**src/rtl/ksa_swap_initiator_pkg.sv**
```systemverilog
// Shared types and constants for the RC4 key-scheduling (KSA) swap initiator.
//
// Contents:
//   byte_t           8-bit S-box element / index type
//   KEY_LEN_DEFAULT  default secret-key length in bytes
//   KEY_IDX_W        width of the key-byte index k (covers key lengths up to 32)
//   ksa_state_e      controller state encoding
//   next_key_idx()   k increment that wraps at the configured key length
//
// Build option: KSA_INIT_PHASE_EN selects whether the S-box identity fill is part of the
// pass. The StInit enumerator is always declared so the encoding is build-independent.
package rc4_pkg;

  typedef logic [7:0] byte_t;

  localparam int unsigned KEY_LEN_DEFAULT = 3;
  localparam int unsigned KEY_IDX_W       = 5;

  typedef enum logic [3:0] {
    StIdle,
    StInit,
    StReadSi,
    StWaitSi,
    StCalcJ,
    StSwapReq,
    StSwapWait,
    StNext,
    StDone
  } ksa_state_e;

  // Key index steps 0,1,..,key_len-1,0,.. so that k always equals i mod key_len.
  function automatic logic [KEY_IDX_W-1:0] next_key_idx(input logic [KEY_IDX_W-1:0] k,
                                                        input int unsigned           key_len);
    logic [KEY_IDX_W-1:0] last;
    last = KEY_IDX_W'(key_len - 1);
    return (k == last) ? '0 : k + 1'b1;
  endfunction

endpackage

```
**src/rtl/ksa_swap_initiator_if.sv**
```systemverilog
// Bus bundle between the KSA swap initiator and its S-memory / swap responder.
//
// Signals:
//   s_addr     S-memory address (initiator -> memory)
//   s_rdata    S-memory read data, valid one cycle after s_addr (memory -> initiator)
//   s_wren     S-memory write strobe, identity-fill phase only
//   s_wdata    S-memory write data
//   swap_flag  one-cycle swap request (initiator -> responder)
//   counter_i  swap operand index i, held until swap_done
//   counter_j  swap operand index j, held until swap_done
//   swap_done  one-cycle swap completion (responder -> initiator)
//
// Modports: master = initiator side, slave = memory / responder side.
interface ksa_swap_initiator_if;
  import rc4_pkg::*;

  byte_t s_addr;
  byte_t s_rdata;
  logic  s_wren;
  byte_t s_wdata;
  logic  swap_flag;
  byte_t counter_i;
  byte_t counter_j;
  logic  swap_done;

  modport master (
    output s_addr,
    input  s_rdata,
    output s_wren,
    output s_wdata,
    output swap_flag,
    output counter_i,
    output counter_j,
    input  swap_done
  );

  modport slave (
    input  s_addr,
    output s_rdata,
    input  s_wren,
    input  s_wdata,
    input  swap_flag,
    input  counter_i,
    input  counter_j,
    output swap_done
  );

endinterface

```
**src/rtl/ksa_swap_initiator_key_byte_sel.sv**
```systemverilog
// Combinational key-byte selector.
//
// Parameters:
//   KEY_LEN     key length in bytes (1..32)
// Ports:
//   key_i       packed secret key, key byte 0 in the most significant byte
//   k_i         key byte index
//   key_byte_o  selected key byte; zero when k_i is out of range
module key_byte_sel
  import rc4_pkg::*;
#(
  parameter int unsigned KEY_LEN = KEY_LEN_DEFAULT
) (
  input  logic [8*KEY_LEN-1:0] key_i,
  input  logic [KEY_IDX_W-1:0] k_i,
  output byte_t                key_byte_o
);

  always_comb begin
    key_byte_o = '0;
    for (int n = 0; n < int'(KEY_LEN); n++) begin
      if (k_i == KEY_IDX_W'(n)) begin
        key_byte_o = key_i[8*(int'(KEY_LEN)-1-n) +: 8];
      end
    end
  end

endmodule

```
**src/rtl/ksa_swap_initiator.sv**
```systemverilog
// RC4 key-scheduling swap initiator.
//
// Walks i = 0..255 once per pass. For each i it reads S[i], forms
// j = j + S[i] + key[i mod KEY_LEN] (mod 256) and hands the pair (i, j) to an external swap
// responder, waiting as long as needed for its completion pulse.
//
// Build option KSA_INIT_PHASE_EN: when defined, each pass first fills S[n] = n for
// n = 0..255 (one write per cycle). When undefined, the fill is absent, s_wren is constant 0
// and S must be loaded externally before start.
//
// Parameters:
//   KEY_LEN   secret-key length in bytes (1..32)
// Ports:
//   clk       clock, all state changes on its rising edge
//   reset     synchronous active-high reset, dominates every other input
//   start     one-cycle pass request, honoured only while idle
//   key       secret key, key byte 0 in the most significant byte
//   busy      high from the cycle after an accepted start until the done cycle
//   done      one-cycle pulse at pass completion
//   bus       S-memory and swap-responder signals (master side)
module ksa_swap_initiator
  import rc4_pkg::*;
#(
  parameter int unsigned KEY_LEN = KEY_LEN_DEFAULT
) (
  input  logic                 clk,
  input  logic                 reset,
  input  logic                 start,
  input  logic [8*KEY_LEN-1:0] key,
  output logic                 busy,
  output logic                 done,
  ksa_swap_initiator_if.master bus
);

  ksa_state_e           state_q, state_d;
  byte_t                i_q, i_d;
  byte_t                j_q, j_d;
  logic [KEY_IDX_W-1:0] k_q, k_d;
  byte_t                key_byte;
  logic                 i_last;

  key_byte_sel #(
    .KEY_LEN (KEY_LEN)
  ) u_key_byte_sel (
    .key_i      (key),
    .k_i        (k_q),
    .key_byte_o (key_byte)
  );

  assign i_last = (i_q == 8'hFF);

  // State and index registers.
  always_ff @(posedge clk) begin
    if (reset) begin
      state_q <= StIdle;
      i_q     <= '0;
      j_q     <= '0;
      k_q     <= '0;
    end else begin
      state_q <= state_d;
      i_q     <= i_d;
      j_q     <= j_d;
      k_q     <= k_d;
    end
  end

  // Next-state logic.
  always_comb begin
    state_d = state_q;
    unique case (state_q)
      StIdle: begin
        if (start) begin
`ifdef KSA_INIT_PHASE_EN
          state_d = StInit;
`else
          state_d = StReadSi;
`endif
        end
      end
`ifdef KSA_INIT_PHASE_EN
      // i doubles as the fill address; the last write is at 255.
      StInit:     if (i_last) state_d = StReadSi;
`endif
      StReadSi:   state_d = StWaitSi;
      StWaitSi:   state_d = StCalcJ;
      StCalcJ:    state_d = StSwapReq;
      StSwapReq:  state_d = StSwapWait;
      StSwapWait: if (bus.swap_done) state_d = StNext;
      // Stop at 255 instead of wrapping so a pass issues exactly 256 swaps.
      StNext:     state_d = i_last ? StDone : StReadSi;
      StDone:     state_d = StIdle;
      default:    state_d = StIdle;
    endcase
  end

  // Index datapath.
  always_comb begin
    i_d = i_q;
    j_d = j_q;
    k_d = k_q;
    unique case (state_q)
      StIdle: begin
        if (start) begin
          i_d = '0;
          j_d = '0;
          k_d = '0;
        end
      end
`ifdef KSA_INIT_PHASE_EN
      // Wraps 255 -> 0, leaving i ready for the first read.
      StInit:  i_d = i_q + 8'd1;
`endif
      // s_rdata holds S[i]: the address has been stable since StReadSi.
      StCalcJ: j_d = j_q + bus.s_rdata + key_byte;
      StNext: begin
        if (!i_last) begin
          i_d = i_q + 8'd1;
          k_d = next_key_idx(k_q, KEY_LEN);
        end
      end
      default: ;
    endcase
  end

  // Outputs, decoded from the registered state.
  always_comb begin
    busy          = 1'b0;
    done          = 1'b0;
    bus.s_addr    = '0;
    bus.s_wren    = 1'b0;
    bus.s_wdata   = '0;
    bus.swap_flag = 1'b0;
    bus.counter_i = '0;
    bus.counter_j = '0;
    unique case (state_q)
`ifdef KSA_INIT_PHASE_EN
      StInit: begin
        busy        = 1'b1;
        bus.s_addr  = i_q;
        bus.s_wren  = 1'b1;
        bus.s_wdata = i_q;
      end
`endif
      StReadSi, StWaitSi, StCalcJ: begin
        busy       = 1'b1;
        bus.s_addr = i_q;
      end
      StSwapReq: begin
        busy          = 1'b1;
        bus.swap_flag = 1'b1;
        bus.counter_i = i_q;
        bus.counter_j = j_q;
      end
      // i and j are frozen here, so the operands stay stable until swap_done.
      StSwapWait: begin
        busy          = 1'b1;
        bus.counter_i = i_q;
        bus.counter_j = j_q;
      end
      StNext: busy = 1'b1;
      StDone: done = 1'b1;
      default: ;
    endcase
  end

endmodule
```
**src/flat_wrapper.sv**
```systemverilog
// flat-port wrapper written by rule: the top's interface ports become plain ports
module ksa_swap_initiator_flat import rc4_pkg::*;
#(
  parameter int unsigned KEY_LEN = KEY_LEN_DEFAULT
)
  (clk, reset, start, key, busy, done, bus_s_addr, bus_s_rdata, bus_s_wren, bus_s_wdata, bus_swap_flag, bus_counter_i, bus_counter_j, bus_swap_done);
  ksa_swap_initiator_if bus_i ();
  input  logic clk;
  input  logic reset;
  input  logic start;
  input  logic [8*KEY_LEN-1:0] key;
  output logic busy;
  output logic done;
  output wire logic [$bits(bus_i.s_addr)-1:0] bus_s_addr;
  input wire logic [$bits(bus_i.s_rdata)-1:0] bus_s_rdata;
  output wire logic [$bits(bus_i.s_wren)-1:0] bus_s_wren;
  output wire logic [$bits(bus_i.s_wdata)-1:0] bus_s_wdata;
  output wire logic [$bits(bus_i.swap_flag)-1:0] bus_swap_flag;
  output wire logic [$bits(bus_i.counter_i)-1:0] bus_counter_i;
  output wire logic [$bits(bus_i.counter_j)-1:0] bus_counter_j;
  input wire logic [$bits(bus_i.swap_done)-1:0] bus_swap_done;
  assign bus_s_addr = bus_i.s_addr;
  assign bus_i.s_rdata = bus_s_rdata;
  assign bus_s_wren = bus_i.s_wren;
  assign bus_s_wdata = bus_i.s_wdata;
  assign bus_swap_flag = bus_i.swap_flag;
  assign bus_counter_i = bus_i.counter_i;
  assign bus_counter_j = bus_i.counter_j;
  assign bus_i.swap_done = bus_swap_done;
  ksa_swap_initiator #(.KEY_LEN(KEY_LEN)) u_core (.clk(clk), .reset(reset), .start(start), .key(key), .busy(busy), .done(done), .bus(bus_i));
endmodule
```
**config.mk**
```make
export PLATFORM = sky130hd
export DESIGN_NAME = ksa_swap_initiator_flat
export DESIGN_NICKNAME = d
export VERILOG_FILES = /design/src/rtl/ksa_swap_initiator_pkg.sv /design/src/rtl/ksa_swap_initiator_if.sv /design/src/rtl/ksa_swap_initiator_key_byte_sel.sv /design/src/rtl/ksa_swap_initiator.sv /design/src/flat_wrapper.sv
export SDC_FILE = /design/constraint.sdc
export NUM_CORES = 1
export LEC_CHECK = 0
export ABC_AREA = 1
export BUFFER_PORTS_ARGS = -buffer_cell sky130_fd_sc_hd__buf_2
export CORE_ASPECT_RATIO = 1.4
export CORE_MARGIN = 2
export CORE_UTILIZATION = 40
export CTS_BUF_LIST = sky130_fd_sc_hd__clkbuf_16
export CTS_CLUSTER_DIAMETER = 120
export DETAILED_ROUTE_END_ITERATION = 8
export HOLD_SLACK_MARGIN = 0.03
export PLACE_DENSITY = 0.72
export SLEW_MARGIN = 10
export SYNTH_ARGS = -nofsm -noshare
export SYNTH_HDL_FRONTEND = slang
export SYNTH_SLANG_ARGS = --single-unit
```
**constraint.sdc**
```tcl
create_clock -name clk -period 3.75 [get_ports clk]
set_input_delay 0.375 -clock clk [delete_from_list [all_inputs] [get_ports clk]]
set_output_delay 0.375 -clock clk [all_outputs]
set_load 0.01 [all_outputs]
```
==> reports/results.ini <==
[layout]
diodes = 0
syn2layout_area_growth_pct = 17.34
design_area_sq_um = 2633
final_cell_mix = buf_2 (62), inv_1 (61), nand2_1 (52)
fin_util_pct = 48.35
layout_commonest_cell = buf_2
drive_above_1_share_pct = 26.03
final_nets = 444

[critical_path]
cpLargestDelayFamily = adder cells
worstSetupPathType = flip-flop to flip-flop
critical_path.most_common_cell = inv_1
worstSetupStartpointType = flip-flop
critPathArrivalTime_ns = 3.45
cp-end-kind = flip-flop
worstPathMaxFanout = 9
slowest_stage = fa_1
slowest_delay_ns = 0.47
required_ns = 3.94
worstPathCellList = inv_1 -> ha_1 -> inv_1 -> nor2_1 -> nand2_2 -> inv_1 -> nand2_1 -> nand3_1 -> o21ai_0 -> fa_1 -> inv_1 -> ha_1 -> inv_1 -> fa_1 -> nor3_1 -> nor2_1 -> nand3_1 -> nand3_1 -> a21oi_1
critPathBufInv = 5

[clocking]
post-cts-setup-buffers = 0
cts.sink_count = 25
cts_tree = yes
cts_hold_buf = 0
cts_inserted_buffers = 3
clock_latency_ns = 0.26
root_buffer = clkbuf_16
cts_max_level = 1
path_clk_slew_ns = 0.06
post_cts_resize_count = 0
cts_buffer_depth = 2

[route]
drcViolationCount = 0
initialDrtViolationCount = 72
drt_first_pass_iters = 4
wirelength_mm = 5.175
wire_per_inst_microns = 11.35
vias_per_cell = 4.737
detail-route-antenna-nets = 0
vias = 2160

[floorplanning]
die_area_sq_um = 6232
die_x_microns = 67.30
io_pins = 72
initial_core_util_pct = 41.20
core-area_sq_um = 5445
row_count = 32
die_h_microns = 92.61

[global_route]
grt_overflow = 0
grt_max_degree = 21
grt_pass1_vias = 2047
antenna_found_initial = 0
track_usage_pct = 17.87
grt_first_pass_wirelength_mm = 8.666

[timing]
tightest_slew_ns = 0.7868
finalCritPeriodShare_pct = 86.90
fmax_mhz = 306.9
finalSetupTns_ns = 0
timing.final.hold_violations = 0
rsz0062_at_grt = no
final.setup_skew_ns = 0.003632
final-setup-viol-count = 0
post-route-min-period_ns = 3.259
slew_headroom_pct = 47.49
finalMaxSlewViolations = 0
whs_ns = 0.3959

[hold_path]
hp-class = input port to flip-flop

[synth]
synth.distinct_cells = 41
yosysWarningCount = 0
synthArstFlopShare_pct = 0
synth_area_sq_um = 2243
synthCells = 329
yosysSeqAreaShare_pct = 22.31
ys.flop_type = dfxtp_1
ys_ff_latch = 25
syn_avg_cell_area_sq_um = 6.819
synth_edf_count = 0

[pwr]
p_seq_share_pct = 30.4
swShare_pct = 38.94
vdd_drop_max_mv = 0.1423
internal_power_uw = 578.3
p_per_area_nw_per_um2 = 359.8
p_switching_uw = 368.8
pwr-share-comb_pct = 44.8
pwr-share-clk_pct = 24.8
power_leakage_uw = 0.001328

[placement]
dpl_cell_area_sq_um = 2554
place.gp.congestion = 0.8505
dpl.hpwl_mm = 4.249
numPortBuffers = 62

[run]
max-cap-violations = 0

[status]
outcome = complete, no violations

## final timing paths
check / from / end / slack, ns / cells after the start
setup / recovery: u_core.k_q[1] / u_core.j_q[7] / 0.49 / 19
hold reg to reg: u_core.j_q[1] / u_core.j_q[1] / 0.46 / 2
hold / removal: bus_swap_done / u_core.state_q[1] / 0.40 / 3
setup reg to reg: u_core.k_q[1] / u_core.j_q[7] / 0.49 / 19
## cell type report
type | count | area (sq um)
Multi-Input combinational cell | 229 | 1398
Sequential cell | 25 | 500.5
Tap cell | 68 | 85.08
Inverter | 68 | 260.3
Timing Repair Buffer | 62 | 310.3
Clock inverter | 1 | 3.754
Fill cell | 568 | 2813
Clock buffer | 3 | 75.07
## through the flow
step                      setup slack (ns)  instances  power [uW]
after global routing                0.2030        456        1038
after global placement              0.6289        452       712.7
after detailed placement            0.5046        452       722.4
after floorplan                     0.8857        337       644.4
final                               0.4911        456       947.2
after CTS                           0.4845        456       959.0
## cells by family (layout without fill, tap and decap cells)
family	Yosys count	in the layout	synth area share, %
xor gates and xnor gates	6	6	2.342
adders and majority gates	19	19	13.27
buffers and inverters	83	134	16.73
other	1	9	0.1672
AOI/OAI and AO/OA	49	49	13.39
and+or+nand+nor	146	146	31.79
DFF	25	25	22.31
## cell usage after synthesis, drive strengths merged, types with 4 or more instances
library cell / n / area, sq um
dfxtp: 25 / 500.5
nand3: 23 / 120.1
xor2: 4 / 35.03
buf: 13 / 107.6
nand2: 58 / 237.7
nand4: 4 / 31.28
o21ai: 18 / 105.1
nor3: 11 / 76.33
fa: 8 / 160.2
inv: 66 / 250.3
a211oi: 4 / 50.05
a21oi: 23 / 118.9
nor2: 46 / 210.2
ha: 11 / 137.6
## tightest hold or removal path: cells and delay by family
| family | cells | cell delay (ns) |
|---|---|---|
| and+or+nand+nor | 1 | 0.10 |
| buffers and inverters | 1 | 0.07 |
| AOI/OAI and AO/OA | 1 | 0.06 |
## power groups by stage
stage,registers (uW),clock network (uW),logic [uW]
global placement,293,0,419
finish,288,235,424
global route,290,255,494
detailed placement,294,0,429
floorplan,291,0,353
CTS,288,239,432
## layer usage
layer  global-route usage, %  vias to the layer above  wire (microns)
met3                   2.066                        2             197
li1                        -                     1137               -
met1                   19.11                      976            2046
met2                   35.23                       45            2903
met4                   4.592                        0              27
met5                       0                        -               0
## state kept, by name (all words and copies together), names as in the netlist
register / cells
u_core.i_q: 8
u_core.j_q: 8
u_core.k_q: 5
u_core.state_q: 4
Note: power is estimated with default switching activity, not from simulation.
